## src/rtl/and_input_driver.sv

```systemverilog
// -----------------------------------------------------------------------------
// and_input_driver
//
// Stimulus driver for a combinational AND-gate under test. Operand pairs are
// queued in a small FIFO and then presented to the gate one at a time. Each
// presentation lasts one cycle and is marked by a strobe. The expected gate
// output is presented alongside the operands. An optional number of idle
// cycles can be inserted between consecutive presentations.
//
// Parameters
//   DATA_WIDTH  : operand width
//   FIFO_DEPTH  : queued pair capacity (power of 2, 2..16)
//   IDLE_CYCLES : idle cycles after each drive (0..15)
//
// Ports
//   clock      in   single clock, rising edge
//   reset_n    in   asynchronous active-low reset
//   req_valid  in   operand pair offered
//   req_ready  out  FIFO can accept a pair
//   req_a/b    in   offered operands
//   flush      in   synchronous abort: empty FIFO, return to IDLE
//   and_a/b    out  operands driven to the AND gate (zero outside DRIVE)
//   and_en     out  one-cycle drive strobe
//   exp_y      out  expected gate output, and_a & and_b (zero outside DRIVE)
//   busy       out  FSM not idle or FIFO non-empty
//   txn_count  out  completed drives, wraps at 16 bits
// -----------------------------------------------------------------------------
module and_input_driver #(
  parameter int DATA_WIDTH  = 1,
  parameter int FIFO_DEPTH  = 4,
  parameter int IDLE_CYCLES = 0
) (
  input  logic                  clock,
  input  logic                  reset_n,
  input  logic                  req_valid,
  output logic                  req_ready,
  input  logic [DATA_WIDTH-1:0] req_a,
  input  logic [DATA_WIDTH-1:0] req_b,
  input  logic                  flush,
  output logic [DATA_WIDTH-1:0] and_a,
  output logic [DATA_WIDTH-1:0] and_b,
  output logic                  and_en,
  output logic [DATA_WIDTH-1:0] exp_y,
  output logic                  busy,
  output logic [15:0]           txn_count
);

  localparam int AW = $clog2(FIFO_DEPTH);
  localparam bit NO_GAP = (IDLE_CYCLES == 0);
  localparam logic [3:0] GAP_LOAD = (IDLE_CYCLES > 0) ? 4'(IDLE_CYCLES - 1) : 4'd0;
  localparam logic [AW:0] PTR_ONE = (AW + 1)'(1);

  typedef enum logic [1:0] {
    ST_IDLE,
    ST_DRIVE,
    ST_GAP
  } state_t;

  state_t                  state_reg;
  logic [AW:0]             wr_ptr_reg;
  logic [AW:0]             rd_ptr_reg;
  logic [3:0]              gap_reg;
  logic                    ready_en_reg;
  logic                    and_en_reg;
  logic [DATA_WIDTH-1:0]   and_a_reg;
  logic [DATA_WIDTH-1:0]   and_b_reg;
  logic [DATA_WIDTH-1:0]   exp_y_reg;
  logic [15:0]             txn_count_reg;

  // Pair storage: {a, b}. No reset so the array can map onto RAM.
  logic [2*DATA_WIDTH-1:0] mem [FIFO_DEPTH];

  logic                    fifo_empty;
  logic                    fifo_full;
  logic                    push;
  logic [2*DATA_WIDTH-1:0] head;
  logic [DATA_WIDTH-1:0]   head_a;
  logic [DATA_WIDTH-1:0]   head_b;
  logic [DATA_WIDTH-1:0]   head_y;

  // Extra pointer bit distinguishes full from empty when the indices match.
  assign fifo_empty = (wr_ptr_reg == rd_ptr_reg);
  assign fifo_full  = (wr_ptr_reg[AW] != rd_ptr_reg[AW]) &&
                      (wr_ptr_reg[AW-1:0] == rd_ptr_reg[AW-1:0]);

  // ready_en_reg holds ready low through reset and until the first edge after
  // release. Since ready is low while full, a full FIFO never pushes, even when
  // the same edge pops.
  assign req_ready = ready_en_reg && !fifo_full && !flush;
  assign push      = req_valid && req_ready;

  assign head   = mem[rd_ptr_reg[AW-1:0]];
  assign head_a = head[2*DATA_WIDTH-1:DATA_WIDTH];
  assign head_b = head[DATA_WIDTH-1:0];

  for (genvar gi = 0; gi < DATA_WIDTH; gi++) begin : g_exp
    assign head_y[gi] = head_a[gi] & head_b[gi];
  end

  always_ff @(posedge clock) begin
    if (push) begin
      mem[wr_ptr_reg[AW-1:0]] <= {req_a, req_b};
    end
  end

  always_ff @(posedge clock or negedge reset_n) begin
    if (!reset_n) begin
      state_reg     <= ST_IDLE;
      wr_ptr_reg    <= '0;
      rd_ptr_reg    <= '0;
      gap_reg       <= '0;
      ready_en_reg  <= 1'b0;
      and_en_reg    <= 1'b0;
      and_a_reg     <= '0;
      and_b_reg     <= '0;
      exp_y_reg     <= '0;
      txn_count_reg <= '0;
    end else begin
      ready_en_reg <= 1'b1;
      // Drive outputs default to zero; only a pop below raises them.
      and_en_reg   <= 1'b0;
      and_a_reg    <= '0;
      and_b_reg    <= '0;
      exp_y_reg    <= '0;
      if (push) begin
        wr_ptr_reg <= wr_ptr_reg + PTR_ONE;
      end

      case (state_reg)
        ST_IDLE: begin
          if (flush) begin
            wr_ptr_reg <= '0;
            rd_ptr_reg <= '0;
            gap_reg    <= '0;
          end else if (!fifo_empty) begin
            rd_ptr_reg <= rd_ptr_reg + PTR_ONE;
            and_en_reg <= 1'b1;
            and_a_reg  <= head_a;
            and_b_reg  <= head_b;
            exp_y_reg  <= head_y;
            state_reg  <= ST_DRIVE;
          end
        end

        ST_DRIVE: begin
          // The strobe in flight always completes and is counted, flush or not.
          txn_count_reg <= txn_count_reg + 16'd1;
          if (flush) begin
            wr_ptr_reg <= '0;
            rd_ptr_reg <= '0;
            gap_reg    <= '0;
            state_reg  <= ST_IDLE;
          end else if (NO_GAP) begin
            if (!fifo_empty) begin
              rd_ptr_reg <= rd_ptr_reg + PTR_ONE;
              and_en_reg <= 1'b1;
              and_a_reg  <= head_a;
              and_b_reg  <= head_b;
              exp_y_reg  <= head_y;
              state_reg  <= ST_DRIVE;
            end else begin
              state_reg <= ST_IDLE;
            end
          end else begin
            gap_reg   <= GAP_LOAD;
            state_reg <= ST_GAP;
          end
        end

        ST_GAP: begin
          if (flush) begin
            wr_ptr_reg <= '0;
            rd_ptr_reg <= '0;
            gap_reg    <= '0;
            state_reg  <= ST_IDLE;
          end else if (gap_reg == 4'd0) begin
            if (!fifo_empty) begin
              rd_ptr_reg <= rd_ptr_reg + PTR_ONE;
              and_en_reg <= 1'b1;
              and_a_reg  <= head_a;
              and_b_reg  <= head_b;
              exp_y_reg  <= head_y;
              state_reg  <= ST_DRIVE;
            end else begin
              state_reg <= ST_IDLE;
            end
          end else begin
            gap_reg <= gap_reg - 4'd1;
          end
        end

        default: begin
          state_reg <= ST_IDLE;
        end
      endcase
    end
  end

  assign and_en    = and_en_reg;
  assign and_a     = and_a_reg;
  assign and_b     = and_b_reg;
  assign exp_y     = exp_y_reg;
  assign txn_count = txn_count_reg;
  assign busy      = (state_reg != ST_IDLE) || !fifo_empty;

endmodule

```

## config.mk

```make
export PLATFORM = sky130hd
export DESIGN_NAME = and_input_driver
export DESIGN_NICKNAME = d
export VERILOG_FILES = /design/src/rtl/and_input_driver.sv
export SDC_FILE = /design/constraint.sdc
export NUM_CORES = 1
export LEC_CHECK = 0
export ABC_AREA = 0
export CAP_MARGIN = 25
export CORE_MARGIN = 2
export CORE_UTILIZATION = 52
export CTS_BUF_LIST = sky130_fd_sc_hd__clkbuf_4 sky130_fd_sc_hd__clkbuf_8 sky130_fd_sc_hd__clkbuf_16
export DETAILED_ROUTE_END_ITERATION = 8
export PLACE_DENSITY = 0.76
export SYNTH_ARGS = -nofsm -noshare
export SYNTH_HDL_FRONTEND = slang
export SYNTH_SLANG_ARGS = --single-unit
```

## constraint.sdc

```tcl
create_clock -name clock -period 1.73 [get_ports clock]
set_input_delay 0.346 -clock clock [delete_from_list [all_inputs] [get_ports clock]]
set_output_delay 0.346 -clock clock [all_outputs]
set_load 0.03 [all_outputs]
```

# Word-level counts from Yosys, hierarchy flattened
# Memories as Yosys holds them, arrays and structs flattened.
# Index checks and enable logic that the tools add are counted.
# op_classes
n_addsub	4
eq_ne	10
mux	41
bitwise_logic	1
n_reduce_logical	17
# ops
op	count
3-bit two-way mux	7
1-bit two-way mux	20
16-bit by 1-bit adder with 16-bit output (second input constant)	1
4-bit two-way mux	3
2-bit two-way mux	4
1-bit case mux with 2 select lines	4
4-bit case mux with 2 select lines	1
3-bit by 1-bit adder with 3-bit output (second input constant)	2
3-bit inequality test (second input constant)	2
2-bit case mux with 3 select lines	1
3-bit case mux with 2 select lines	1
3-bit AND reduction	2
1-bit logical AND	4
4-bit zero test	1
2-bit inequality test (second input constant)	2
2-bit nonzero test	2
4-bit by 1-bit subtractor with 4-bit output (second input constant)	1
3-bit == test	1
1-bit zero test	3
3-bit OR reduction	1
2-bit by 1-bit == test with 1-bit output (second input constant)	1
2-bit == test	1
2-bit == test (second input constant)	1
2-bit zero test	1
6 further kinds	6
# totals
register_bits	33
ramBits	8
output_inout_bits	22
word_cells	84
n_memories	1
# mem_list
memory	words	width	rd	rd_clocked_by_memory_dff	write_ports	line_no	text
mem	4	2	1	0	1	71	logic [2*DATA_WIDTH-1:0] mem [FIFO_DEPTH];

# Depth between registers and ports, before layout
# logic_depth
word_depth	9
depth_mapped	5
mapped_depth_nobuf	4

# Least setup slack after synthesis
# OpenSTA, ideal clock, no wires.
# synth_path
path_kind	reg2out
start	reg rd_ptr_reg[1]
end	out busy
t_arrival_ns	1.372
required_time_ns	1.384
path_slack_ns	0.012
stages_incl_launch_ff	4
path_cell_list	dfrtp_1 buf_2 xor2_1 or4_1
# synth_via
elab_chain_cells	3
# synth_lines
item	line_no	text
from (decl)	61	logic [AW:0] rd_ptr_reg;
from (signal assigned)	136	rd_ptr_reg <= rd_ptr_reg + PTR_ONE;
from (signal assigned)	155	rd_ptr_reg <= rd_ptr_reg + PTR_ONE;
from (signal assigned)	178	rd_ptr_reg <= rd_ptr_reg + PTR_ONE;
3-bit == test	82	assign fifo_empty = (wr_ptr_reg == rd_ptr_reg);
1-bit zero test	204	assign busy = (state_reg != ST_IDLE) || !fifo_empty;
1-bit logical OR	204	
to (decl)	44	output logic busy,
# No other way between the ends.

# Worst setup path after layout
# layout_path
start	reg rd_ptr_reg[2]
end	out busy
# The elaborated chain is that of the path after synthesis.

==> key figures <==
Status
  • Status: finished with violations
  • Violated checks: negative setup slack

Worst setup path
  • Worst setup path start: rd_ptr_reg[2]$_DFFE_PN0P_
  • Worst Path Max Fanout: 2
  • Critical Path RT: 1.38 ns
  • R2r startpoint: rd_ptr_reg[0]$_DFFE_PN0P_
  • Crit Path Class: reg2out
  • Worst r2r path cells: 6
  • Startpoint Class: register
  • CP Data Arrival Time: 1.62 ns
  • Kind of end point of the critical path: primary output

STA
  • Final min period: 1.97 ns
  • Hold Violations, Final: 0
  • Endpoints failing setup: 2
  • Final Max Slew Viols: 0
  • Final WS setup: -0.239 ns
  • Part of the cycle the worst path needs: 114%
  • RSZ-0062 raised after global routing: yes
  • TNS Setup: -0.367 ns
  • Clock Skew: ~0.012 ns
  • Fmax: slightly above 500 MHz

Layout
  • Max reg flops: 16
  • Finished Layout Cells: 237
  • # diodes: 0
  • Fill cells: 224
  • Nets: 204
  • Multi-input gate area in the final layout: 776 sq um
  • Area growth syn-to-layout: 35.7%
  • Final Util: 75.1%
  • Most common cell after layout, fill and taps aside: dfrtp_1
  • Share of cells above drive strength 1: 23.8%
  • Final instance area: 0.00233 sq mm
  • FF/Latch Area: 941 sq um
  • Most frequent cells in the layout: dfrtp_1, buf_4, dlygate4sd2_1

Clock network
  • Htree depth: 2
  • Post-CTS Hold Buffers: 0
  • CTS tree: built
  • Clock Latency Late Sink: 0.35 ns
  • CTS sink cnt: 36
  • Clock Tree Root: clkbuf_4
  • CTS Buf Count: 5
  • Reg clk slew, reported paths: between 0.1 and 0.15 ns
  • Clock Tree Buf Depth: 2

GRT
  • Antenna violations before repair: 0
  • GRT Residual Overflow: 0
  • Global-route wire length before repair: 5810 um
  • Largest net degree at the start of global routing: 29
  • Vias in the first global route: around 1300
  • Total track usage: 21.6%

Run
  • Max Cap Viol: 0

Route
  • Drc violations: 0
  • Routed WL: 3590 um
  • DR vias: 1274
  • DR vias/cell: 5.38
  • Wire per inst: 15.2 um
  • ANT nets after route: 0
  • Drt initial violations: 42
  • Drt pass-1 iters: 4

Power and ir drop
  • Peak supply drop: 927 uV
  • Leakage: 1.17 nW
  • PD cells: 1220 mW/mm^2

Floorplan
  • Chip Height: slightly above 60 um
  • Row count: 20
  • Die Area: between 0.003 and 0.004 sq mm
  • Starting Density: around 55%
  • Core ar.: slightly above 0.003 sq mm
  • Io pins: 28
  • Chip Width: 61.5 um

Synthesis
  • Seq/Total Area, Yosys: 54.8%
  • Number of synthesized register bits: 36
  • Synthesized cell area: ~0.0017 sq mm
  • Number of synthesized flops with an enable pin: 8
  • Syn_nets: around 150
  • Synth top area share: 40.8%
  • Asr flop ratio synth: 77.8%
  • Mapped Cells: 140
  • Syn Area/Cell: 12.3 sq um
  • Ys flop type: dfrtp_1
  • Synth area leader: dfrtp_1
  • Ys Warns: 0
  • Top cells by area, synth: dfrtp_1, edfxtp_1, xor2_1
  • Distinct cell type count after synthesis: 35

Place
  • Post-DP HPWL: about 2500 um
  • Post-Place Cell Area: 0.00214 sq mm
  • Inst Count DP: around 220
  • IO Port Bufs: 27
  • Final Wtd Congestion: 0.822

Hold path
  • Worst Hold Class: in2async
## critical path, cell delays in order, from the launching register on
cell and delay (ns):
dfrtp_1 0.42, xor2_2 0.19, or4_4 0.52, buf_6 0.15
## kinds of logic after synthesis
kind of cell / count (synthesis) / synth area share, %
adder cells (fa/ha/maj): 6 / 4.37
AO/OA/AOI/OAI: 12 / 5.61
AND/OR/NAND/NOR: 45 / 14.2
flip-flops: 36 / 54.8
other: 1 / 0.218
XOR/XNOR: 21 / 12.0
multiplexers: 8 / 5.97
buffers and inverters: 11 / 2.84
## path summary, 6_finish.rpt
path | to | slack (ns)
max | busy | -0.24
min | exp_y$_DFF_PN0_ | 0.36
max reg2reg | exp_y$_DFF_PN0_ | 0.06
min reg2reg | txn_count[15]$_DFFE_PN0P_ | 0.47
max in group asynchronous | txn_count[15]$_DFFE_PN0P_ | 1.08
min in group clock | txn_count[15]$_DFFE_PN0P_ | 0.47
## synthesized netlist by cell type (all sizes together) (3+ instances only)
cell type and n:
xnor2 8, mux2 5, nand3 3, xor2 13, nor4 7, nor2 5, ha 6, a31oi 5
nand2b 3, and2 5, edfxtp 8, buf 4, dfrtp 28, nand4 7, nand2 7, inv 6
nor3 4
## what timing repair did
action	in CTS	in global routing
endpoints found under the hold margin	0	0
setup buffers	5	1
pin swaps	1	2
resized for setup	32	7
gates cloned	0	0
endpoints found under the setup margin	18	8
## routing by layer
metal	routed length, um	global-route usage (%)	vias to the layer above
met5	0	0	-
met4	60	10.3	0
met3	135	4.20	7
met2	1950	37.7	31
met1	1450	25.5	629
li1	-	-	607
## power breakdown
part | total (mW) | internal, mW | switching [mW] | leakage [nW]
Combinational | 1.15 | 0.520 | 0.628 | 0.682
Clock | 0.593 | 0.303 | 0.290 | 0.0455
Sequential | 1.10 | 0.984 | 0.119 | 0.447
Total | 2.84 | 1.81 | 1.04 | 1.17
## final cells by class
cell class                      count  area share, %
Clock buffer                        5           1.61
Inverter                            6          0.966
Multi-Input combinational cell     93           33.3
Timing Repair Buffer               50           19.6
Clock inverter                      3           1.77
Sequential cell                    36           40.4
Tap cell                           44           2.36
## per-stage QoR
step	total power, mW	setup WS (ns)	hold WS (ns)
final	2.84	-0.239	0.363
after global routing	3.00	-0.278	0.396
after CTS	2.82	-0.258	0.364
after detailed placement	2.14	-0.327	0.457
after global placement	2.09	-0.295	0.458
after floorplan	1.71	0.0118	0.0504
No activity file was read; power rests on OpenSTA's default activity.
